## src/rtl/uart_word_receiver.sv

```systemverilog
// ============================================================================
// Module      : uart_word_receiver
// Description : UART receiver (8 data bits, LSB first, 1 stop bit) that packs
//               four consecutive bytes little-endian into a 32-bit word and
//               presents it through a valid/ready holding register.
//               Optional build macro: UART_RX_PARITY_EN adds an even-parity
//               bit after data bit 7.
// Revision    : 1.0 - initial release
// ============================================================================
`default_nettype none

module uart_word_receiver #(
  parameter int CLKS_PER_BIT = 434
) (
  input  logic        clk,
  input  logic        rst_n,
  input  logic        uart_rx,
  input  logic        word_ready,
  output logic        word_valid,
  output logic [31:0] word,
  output logic        frame_err,
  output logic        overrun
);

  localparam int CNT_W = $clog2(CLKS_PER_BIT);
  localparam logic [CNT_W-1:0] FULL_M1 = CNT_W'(CLKS_PER_BIT - 1);
  localparam logic [CNT_W-1:0] HALF_M1 = CNT_W'(CLKS_PER_BIT / 2 - 1);
  localparam logic [31:0]      NOP_WORD = 32'h0000_0013;

  typedef enum logic [2:0] {
    S_IDLE   = 3'd0,
    S_START  = 3'd1,
    S_DATA   = 3'd2,
    S_STOP   = 3'd3
`ifdef UART_RX_PARITY_EN
    ,
    S_PARITY = 3'd4
`endif
  } state_t;

  state_t           state;
  logic             rx_meta;
  logic             rx_sync;
  logic             rx_prev;
  logic [CNT_W-1:0] cnt;
  logic [2:0]       bit_idx;
  logic [1:0]       byte_idx;
  logic [7:0]       shift;
  logic [23:0]      stage;
  logic             bad_frame;
`ifdef UART_RX_PARITY_EN
  logic             parity_err;
`endif

  // A stop bit sampled low (or a parity mismatch) invalidates the byte.
`ifdef UART_RX_PARITY_EN
  assign bad_frame = !rx_sync || parity_err;
`else
  assign bad_frame = !rx_sync;
`endif

  // Two-flop synchronizer plus one history flop for falling-edge detection.
  always_ff @(posedge clk) begin
    if (!rst_n) begin
      rx_meta <= 1'b1;
      rx_sync <= 1'b1;
      rx_prev <= 1'b1;
    end else begin
      rx_meta <= uart_rx;
      rx_sync <= rx_meta;
      rx_prev <= rx_sync;
    end
  end

  // Receive FSM, byte packing and word holding register.
  always_ff @(posedge clk) begin
    if (!rst_n) begin
      state      <= S_IDLE;
      cnt        <= '0;
      bit_idx    <= '0;
      byte_idx   <= '0;
      shift      <= '0;
      stage      <= '0;
      word       <= NOP_WORD;
      word_valid <= 1'b0;
      frame_err  <= 1'b0;
      overrun    <= 1'b0;
`ifdef UART_RX_PARITY_EN
      parity_err <= 1'b0;
`endif
    end else begin
      frame_err <= 1'b0;
      overrun   <= 1'b0;
      // A consumed word drops valid unless a new word reloads it below.
      if (word_valid && word_ready) begin
        word_valid <= 1'b0;
      end

      case (state)
        S_IDLE: begin
          cnt     <= '0;
          bit_idx <= '0;
          if (rx_prev && !rx_sync) begin
            state <= S_START;
          end
        end

        S_START: begin
          if (cnt == HALF_M1) begin
            cnt   <= '0;
            // Line back high at mid start bit: a glitch, drop silently.
            state <= rx_sync ? S_IDLE : S_DATA;
          end else begin
            cnt <= cnt + 1'b1;
          end
        end

        S_DATA: begin
          if (cnt == FULL_M1) begin
            cnt     <= '0;
            shift   <= {rx_sync, shift[7:1]};
            bit_idx <= bit_idx + 1'b1;
            if (bit_idx == 3'd7) begin
`ifdef UART_RX_PARITY_EN
              state <= S_PARITY;
`else
              state <= S_STOP;
`endif
            end
          end else begin
            cnt <= cnt + 1'b1;
          end
        end

`ifdef UART_RX_PARITY_EN
        S_PARITY: begin
          if (cnt == FULL_M1) begin
            cnt        <= '0;
            parity_err <= ^{shift, rx_sync};
            state      <= S_STOP;
          end else begin
            cnt <= cnt + 1'b1;
          end
        end
`endif

        S_STOP: begin
          if (cnt == FULL_M1) begin
            cnt   <= '0;
            state <= S_IDLE;
            if (bad_frame) begin
              frame_err <= 1'b1;
              byte_idx  <= '0;
              stage     <= '0;
            end else begin
              byte_idx <= byte_idx + 1'b1;
              case (byte_idx)
                2'd0: stage[7:0]   <= shift;
                2'd1: stage[15:8]  <= shift;
                2'd2: stage[23:16] <= shift;
                default: begin
                  if (!word_valid || word_ready) begin
                    word       <= {shift, stage};
                    word_valid <= 1'b1;
                  end else begin
                    overrun <= 1'b1;
                  end
                end
              endcase
            end
          end else begin
            cnt <= cnt + 1'b1;
          end
        end

        default: state <= S_IDLE;
      endcase
    end
  end

endmodule

`default_nettype wire
```

## config.mk

```make
export PLATFORM = sky130hd
export DESIGN_NAME = uart_word_receiver
export DESIGN_NICKNAME = d
export VERILOG_FILES = /design/src/rtl/uart_word_receiver.sv
export SDC_FILE = /design/constraint.sdc
export NUM_CORES = 1
export LEC_CHECK = 0
export CORE_UTILIZATION = 59
export CTS_CLUSTER_SIZE = 16
export DETAILED_ROUTE_END_ITERATION = 8
export PLACE_DENSITY = 0.83
export SETUP_SLACK_MARGIN = 0.05
export SLEW_MARGIN = 10
export SYNTH_ARGS = -nofsm -noshare
export SYNTH_HDL_FRONTEND = slang
export SYNTH_SLANG_ARGS = --single-unit
```

## constraint.sdc

```tcl
create_clock -name clk -period 3 [get_ports clk]
set_input_delay 0.45 -clock clk [delete_from_list [all_inputs] [get_ports clk]]
set_output_delay 0.45 -clock clk [all_outputs]
set_load 0.03 [all_outputs]
```

==> results of run 1 <==
worst max-delay path by stage:
stage | from | cells after the start | end
detailed placement | word_ready | 6 | word[27]$_SDFFE_PN0P_
global placement | word_ready | 6 | word[17]$_SDFFE_PN0P_
CTS | cnt[0]$_SDFFE_PN0P_ | 6 | word[27]$_SDFFE_PN0P_
floorplan | cnt[0]$_SDFFE_PN0P_ | 6 | word[0]$_SDFFE_PN1P_
global route | cnt[0]$_SDFFE_PN0P_ | 6 | word[9]$_SDFFE_PN0P_
finish | cnt[0]$_SDFFE_PN0P_ | 6 | word[27]$_SDFFE_PN0P_
final cells by class:
| type | instances | area, um^2 |
|---|---|---|
| Clock buffer | 10 | 127.6 |
| Clock inverter | 6 | 133.9 |
| Fill cell | 402 | 1445 |
| Inverter | 10 | 37.54 |
| Multi-Input combinational cell | 232 | 1520 |
| Sequential cell | 86 | 1722 |
| Tap cell | 72 | 90.09 |
| Timing Repair Buffer | 43 | 430.4 |
layout by cell type, fill, tap and decap left out, types with 4 or more instances in the layout:
| cell type | instances |
|---|---|
| a21oi_1 | 5 |
| buf_4 | 4 |
| bufinv_16 | 4 |
| clkbuf_8 | 9 |
| clkdlybuf4s50_1 | 38 |
| dfxtp_1 | 86 |
| ha_1 | 9 |
| inv_1 | 9 |
| mux2i_1 | 40 |
| nand2_1 | 39 |
| nand2b_1 | 6 |
| nand3_1 | 16 |
| nor2_1 | 49 |
| nor3_1 | 4 |
| o22ai_1 | 24 |
| xor2_1 | 6 |
logic make-up after synthesis:
family                     after synthesis  share of synthesized area
AOI/OAI and AO/OA                       42                    0.07906
xor gates and xnor gates                 7                    0.01819
adders and majority gates                9                    0.03341
buffers and inverters                   27                    0.03823
DFF                                     86                     0.5108
muxes                                   40                     0.1188
and+or+nand+nor                        134                     0.2016
through the flow:
stage | std cells | utilization | total power, mW
6_report | 459 | 0.7376 | 2.212
4_1_cts | 459 | 0.7376 | 2.220
3_3_place_gp | 443 | 0.6901 | 1.208
5_1_grt | 459 | 0.7376 | 2.289
2_1_floorplan | 345 | - | 1.197
3_5_place_dp | 443 | 0.6901 | 1.209
where the power goes:
part | internal, mW | total (mW) | switching [mW]
Clock | 0.638 | 1.03 | 0.392
Sequential | 1.14 | 1.15 | 0.00320
Combinational | 0.00987 | 0.0362 | 0.0263
Total | 1.79 | 2.21 | 0.421
layer usage:
layer / vias up / share of wire
met5: - / 0
met4: 0 / 0.013
met3: 10 / 0.038
met2: 54 / 0.51
met1: 1233 / 0.44
li1: 1277 / -
sequential cells by signal, indices dropped and copies added, names as in the netlist:
name / cells
word: 32
stage: 24
cnt: 9
shift: 8
bit_idx: 3
byte_idx: 2
state: 2
frame_err: 1
overrun: 1
rx_meta: 1
rx_prev: 1
rx_sync: 1
word_valid: 1
==> reports/qor.yml, run 1 <==
status:
  status: "completed"
global_route:
  met3_usage: 0.06941
  use_met1: 0.3055
  met2_usage: 0.4133
  grt_usage: 0.2488
  grt_pass1_wl_mm: 11.57
  grt_pass1_vias: 2413
  grt_max_degree: 46
  overflow: 0
  busiest_layer: "met2"
  antenna_found_initial: 0
run:
  maxCapViolCount: 0
cts:
  clockBufferDepth: 2
  post_cts_resized: 0
  tritoncts: "yes"
  cts_setup_buffers: 0
  cts_inserted_buffers: 9
  htree_levels: 3
  cts_root_buffer: "clkbuf_8"
  clk_latency_ns: 0.35
  cts_hold_buf: 0
  clkTransAtPathRegs_ns: 0.08
  cts_sinks: 86
setup_path:
  cp-start-kind: "flop"
  ff2ff_setup_slack_ns: 0.83
  path_max_fanout: 28
  rr_worst_depth: 6
  arrival_ns: 2.41
  slowest_stage: "nor4_4"
  crit_family: "simple AND/OR/NAND/NOR gates"
  crit_buf_inv: 1
  cp.required_ns: 3.24
  path_cells: "ha_1 > nand4b_2 > nor4_4 > buf_12 > mux2i_1 > nor2_1"
  worstSetupPathType: "reg2reg"
  r2r-start: "cnt[0]$_SDFFE_PN0P_"
  slowest_delay_ns: 0.57
  crit_path_end_kind: "flop"
  r2r-end: "word[27]$_SDFFE_PN0P_"
logic_synthesis:
  synth.most_common_cell: "dfxtp_1"
  synth_area_leader_cell: "dfxtp_1"
  synth_common_cells: "dfxtp_1, nor2_1, mux2i_1"
  async_reset_ff_frac: 0
  synth_top_area_share: 0.5108
  ys_seq_area_frac: 0.5108
  dominantRegCellSynth: "dfxtp_1"
  synthTopCellsByArea: "dfxtp_1, mux2i_1, nor2_1"
  synth.ff_latch_count: 86
  yosysWarningCount: 0
  syn_avg_cell_area_um2: 9.770
  synth_edf_count: 0
  synth_area_um2: 3371
  syn-num-nets: 358
  synth.distinct_cells: 41
  syn_inst: 345
pwr:
  p_leak_nw: 1.381
  ir_drop_v: 0.0003338
  p_per_area_nw_per_um2: 544.6
sta:
  setup_viol_count_final: 0
  max_slew.worst_pin.slew_ns: 0.6893
  tns_ns: 0
  fin_crit_sh: 0.7218
  slew-limit-headroom: 0.5376
  fin_crit_ns: 2.165
  fin_skew_ns: 0.008269
  drv_slew: 0
  clock.fmax_mhz: 461.8
  hold_viol_final: 0
  finalWorstSetupSlack_ns: 0.8346
  rsz0062_at_grt: "no"
  whs_ns: 0.4204
cells_and_area:
  final_cell_area_um2: 4061
  nets: 395
  final_layout_size_suffix_gt1_frac: 0.08010
  antenna_cells: 0
  area_growth_pct: 20.49
floorplanning:
  die_h_um: 77.59
  num_rows: 27
  die-area_um2: 6019
  coreArea_um2: 5507
  start_util: 0.6121
  ioPinCount: 39
  dieWidth_um: 77.59
placed_design:
  gp_congestion: 0.8738
  postPlaceCellArea_um2: 3800
  place_ws_ns: 0.7609
  hpwlAfterDp_mm: 4.580
  io_buffer_count: 38
detailed_routing:
  routed_wirelength_mm: 6.777
  wl_per_cell_um: 14.76
  antenna_left: 0
  drt_iter0_drc: 172
  viasPerCell: 5.608
  detailroute.via_count: 2574
  firstDrtPassIters: 5
  drcViolationCount: 0
worst_hold_path:
  holdPathEnd: "rx_sync$_SDFF_PN1_"
  worstHoldStart: "rx_meta$_SDFF_PN1_"
  hp-class: "reg2reg"
  worstHoldPathCells: 1
Power figures use the tool's default switching activity.
==> run 2, diff against run 1 <==
--- a/config.mk
+++ b/config.mk
@@ -5,10 +5,10 @@
 export SDC_FILE = /design/constraint.sdc
 export NUM_CORES = 1
 export LEC_CHECK = 0
-export CORE_UTILIZATION = 59
+export CORE_UTILIZATION = 55
 export CTS_CLUSTER_SIZE = 16
 export DETAILED_ROUTE_END_ITERATION = 8
-export PLACE_DENSITY = 0.83
+export PLACE_DENSITY = 0.79
 export SETUP_SLACK_MARGIN = 0.05
 export SLEW_MARGIN = 10
 export SYNTH_ARGS = -nofsm -noshare
==> constraint.sdc (replaced) <==
create_clock -name clk -period 2 [get_ports clk]
set_input_delay 0.3 -clock clk [delete_from_list [all_inputs] [get_ports clk]]
set_output_delay 0.3 -clock clk [all_outputs]
set_load 0.03 [all_outputs]
==> run 2 against run 1 <==
Compared with the run above:
- clock power rose by 27%
- non-clock buffer count rose by 10
- maximum frequency rose by 17%
- clock-buffer cell count increased by 2
- critical endpoint is now word[4]$_SDFFE_PN1P_
- register-to-register slack worse by 0.68 ns
==> reports/qor.yml, run 2 (synthesis gave the netlist of run 1 again) <==
sta:
  finalWorstSetupSlack_ns: 0.1528  # -0.6818 ns
  max_slew.worst_pin.slew_ns: 0.4173  # -0.2720 ns
  drv_slew: 0  # unchanged
  hold_viol_final: 0  # unchanged
  setup_viol_count_final: 0  # unchanged
  clock.fmax_mhz: 541.4  # +17%
  tns_ns: 0  # unchanged
  slew-limit-headroom: 0.7180  # +0.1804
  rsz0062_at_grt: "yes"
  fin_skew_ns: 0.005304  # -0.002965 ns
  fin_crit_ns: 1.847  # -0.3182 ns
  fin_crit_sh: 0.9236  # +0.2018
cells_and_area:
  fin_cells: 472  # +2.8%
  top_regs: "word: 32 flops, stage: 24 flops, cnt: 9 flops"
  area_growth_pct: 22.79
  final_common_cell: "dfxtp_1"
  final_cell_mix: "dfxtp_1, nor2_1, mux2i_1"
  nets: 405  # +2.5%
  final_layout_size_suffix_gt1_frac: 0.1108  # +0.03073
  largest_register: "word"
  antenna_cells: 0  # unchanged
  largest_reg_flops: 32  # unchanged
global_route:
  met3_usage: 0.05227  # -0.01714
  grt_usage: 0.2343  # -0.01455
  busiest_layer: "met2"
  grt_pass1_wl_mm: 11.39  # -1.6%
  antenna_found_initial: 0  # unchanged
  grt_max_degree: 27  # -41%
  use_met1: 0.2926  # -0.01284
  grt_pass1_vias: 2451  # +1.6%
  overflow: 0  # unchanged
  met2_usage: 0.3761  # -0.03721
detailed_routing:
  routed_wirelength_mm: 7.171  # +5.8%
  detailroute.via_count: 2634  # +2.3%
  firstDrtPassIters: 4  # -1
  drcViolationCount: 0  # unchanged
  wl_per_cell_um: 15.19  # +2.9%
  drt_iter0_drc: 157  # -8.7%
  viasPerCell: 5.581  # -0.49%
  antenna_left: 0  # unchanged
setup_path:
  cp.required_ns: 2.24  # -1.00 ns
  arrival_ns: 2.09  # -0.32 ns
  crit_buf_inv: 2  # +1
  crit_path_end_kind: "flop"
  slowest_delay_ns: 0.37  # -0.20 ns
  crit_family: "simple AND/OR/NAND/NOR gates"
  worstSetupPathType: "reg2reg"
  ff2ff_setup_slack_ns: 0.15  # -0.68 ns
  slowest_stage: "dfxtp_2"
  cp-start-kind: "flop"
  path_cells: "ha_1 > nand4_1 > nor4_4 > buf_4 > clkbuf_4 > mux2i_1 > nand2_1"
  path_max_fanout: 8  # -71%
cts:
  clk_latency_ns: 0.35  # about the same
  tritoncts: "yes"
  cts_root_buffer: "clkbuf_8"
  htree_levels: 3  # unchanged
  cts_inserted_buffers: 9  # unchanged
  cts_sinks: 86  # unchanged
  clockBufferDepth: 2  # unchanged
  clkTransAtPathRegs_ns: 0.08  # about the same
floorplanning:
  die-area_um2: 6446  # +7.1%
  ioPinCount: 39  # unchanged
  coreArea_um2: 5921  # +7.5%
  dieWidth_um: 80.29  # +3.5%
  num_rows: 28  # +3.7%
  start_util: 0.5693  # -0.04282
  die_h_um: 80.29  # +3.5%
placed_design:
  dp.cells: 452  # +2.0%
  hpwlAfterDp_mm: 4.586  # +0.13%
  place_ws_ns: 0.07765  # -0.6832 ns
  io_buffer_count: 38  # unchanged
  gp_congestion: 0.8071  # -7.6%
pwr:
  total_power_mw: 3.097  # +40%
  p_leak_nw: 1.419  # +2.8%
  ir_drop_v: 0.0006303  # +89%
  p_per_area_nw_per_um2: 748.3  # +37%
worst_hold_path:
  hp-class: "reg2reg"
status:
  status: "completed"
run:
  maxCapViolCount: 0  # unchanged
## run 2: path summary, 6_finish.rpt
path,from,endpoint,cells past startpoint
worst max-delay path,byte_idx[1]$_SDFFE_PN0P_,word[4]$_SDFFE_PN1P_,7
worst min-delay path,rx_meta$_SDFF_PN1_,rx_sync$_SDFF_PN1_,1
worst max register to register,byte_idx[1]$_SDFFE_PN0P_,word[4]$_SDFFE_PN1P_,7
worst min register to register,rx_meta$_SDFF_PN1_,rx_sync$_SDFF_PN1_,1
## run 2: stage by stage
step           hold slack (ns)    util  area (um^2)
2_1_floorplan           0.3863       -         3371
3_3_place_gp            0.3895  0.6500         3849
3_5_place_dp            0.3957  0.6500         3849
4_1_cts                 0.4184  0.6870         4068
5_1_grt                 0.4388  0.6991         4139
6_report                0.4137  0.6991         4139
## run 2: final cells by class
type / count / area (um^2)
multi-input cells: 232 / 1554
fillers: 445 / 1782
clock inverters: 4 / 70.07
inverters: 10 / 37.54
well taps: 75 / 93.84
flip-flops and latches: 86 / 1725
clock buffers: 12 / 145.1
repair buffers: 53 / 513.0
## run 2: routing by layer
| metal | vias up | routed length (um) |
|---|---|---|
| met5 | - | 0 |
| met4 | 0 | 187 |
| met3 | 19 | 366 |
| met2 | 81 | 3400 |
| met1 | 1243 | 3216 |
| li1 | 1291 | - |
## run 2: timing repair
item	CTS	global route
buffers inserted	0	2
resized for setup	1	11
pin swaps	0	1
cloned	0	2
hold buffers	0	0
endpoints found under the setup margin	9	50
## run 2: report_power, final
part / internal [mW] / total (mW) / switching (mW)
Combinational: 0.0229 / 0.0664 / 0.0435
Sequential: 1.71 / 1.72 / 0.00399
Clock: 0.735 / 1.31 / 0.578
Total: 2.47 / 3.10 / 0.625
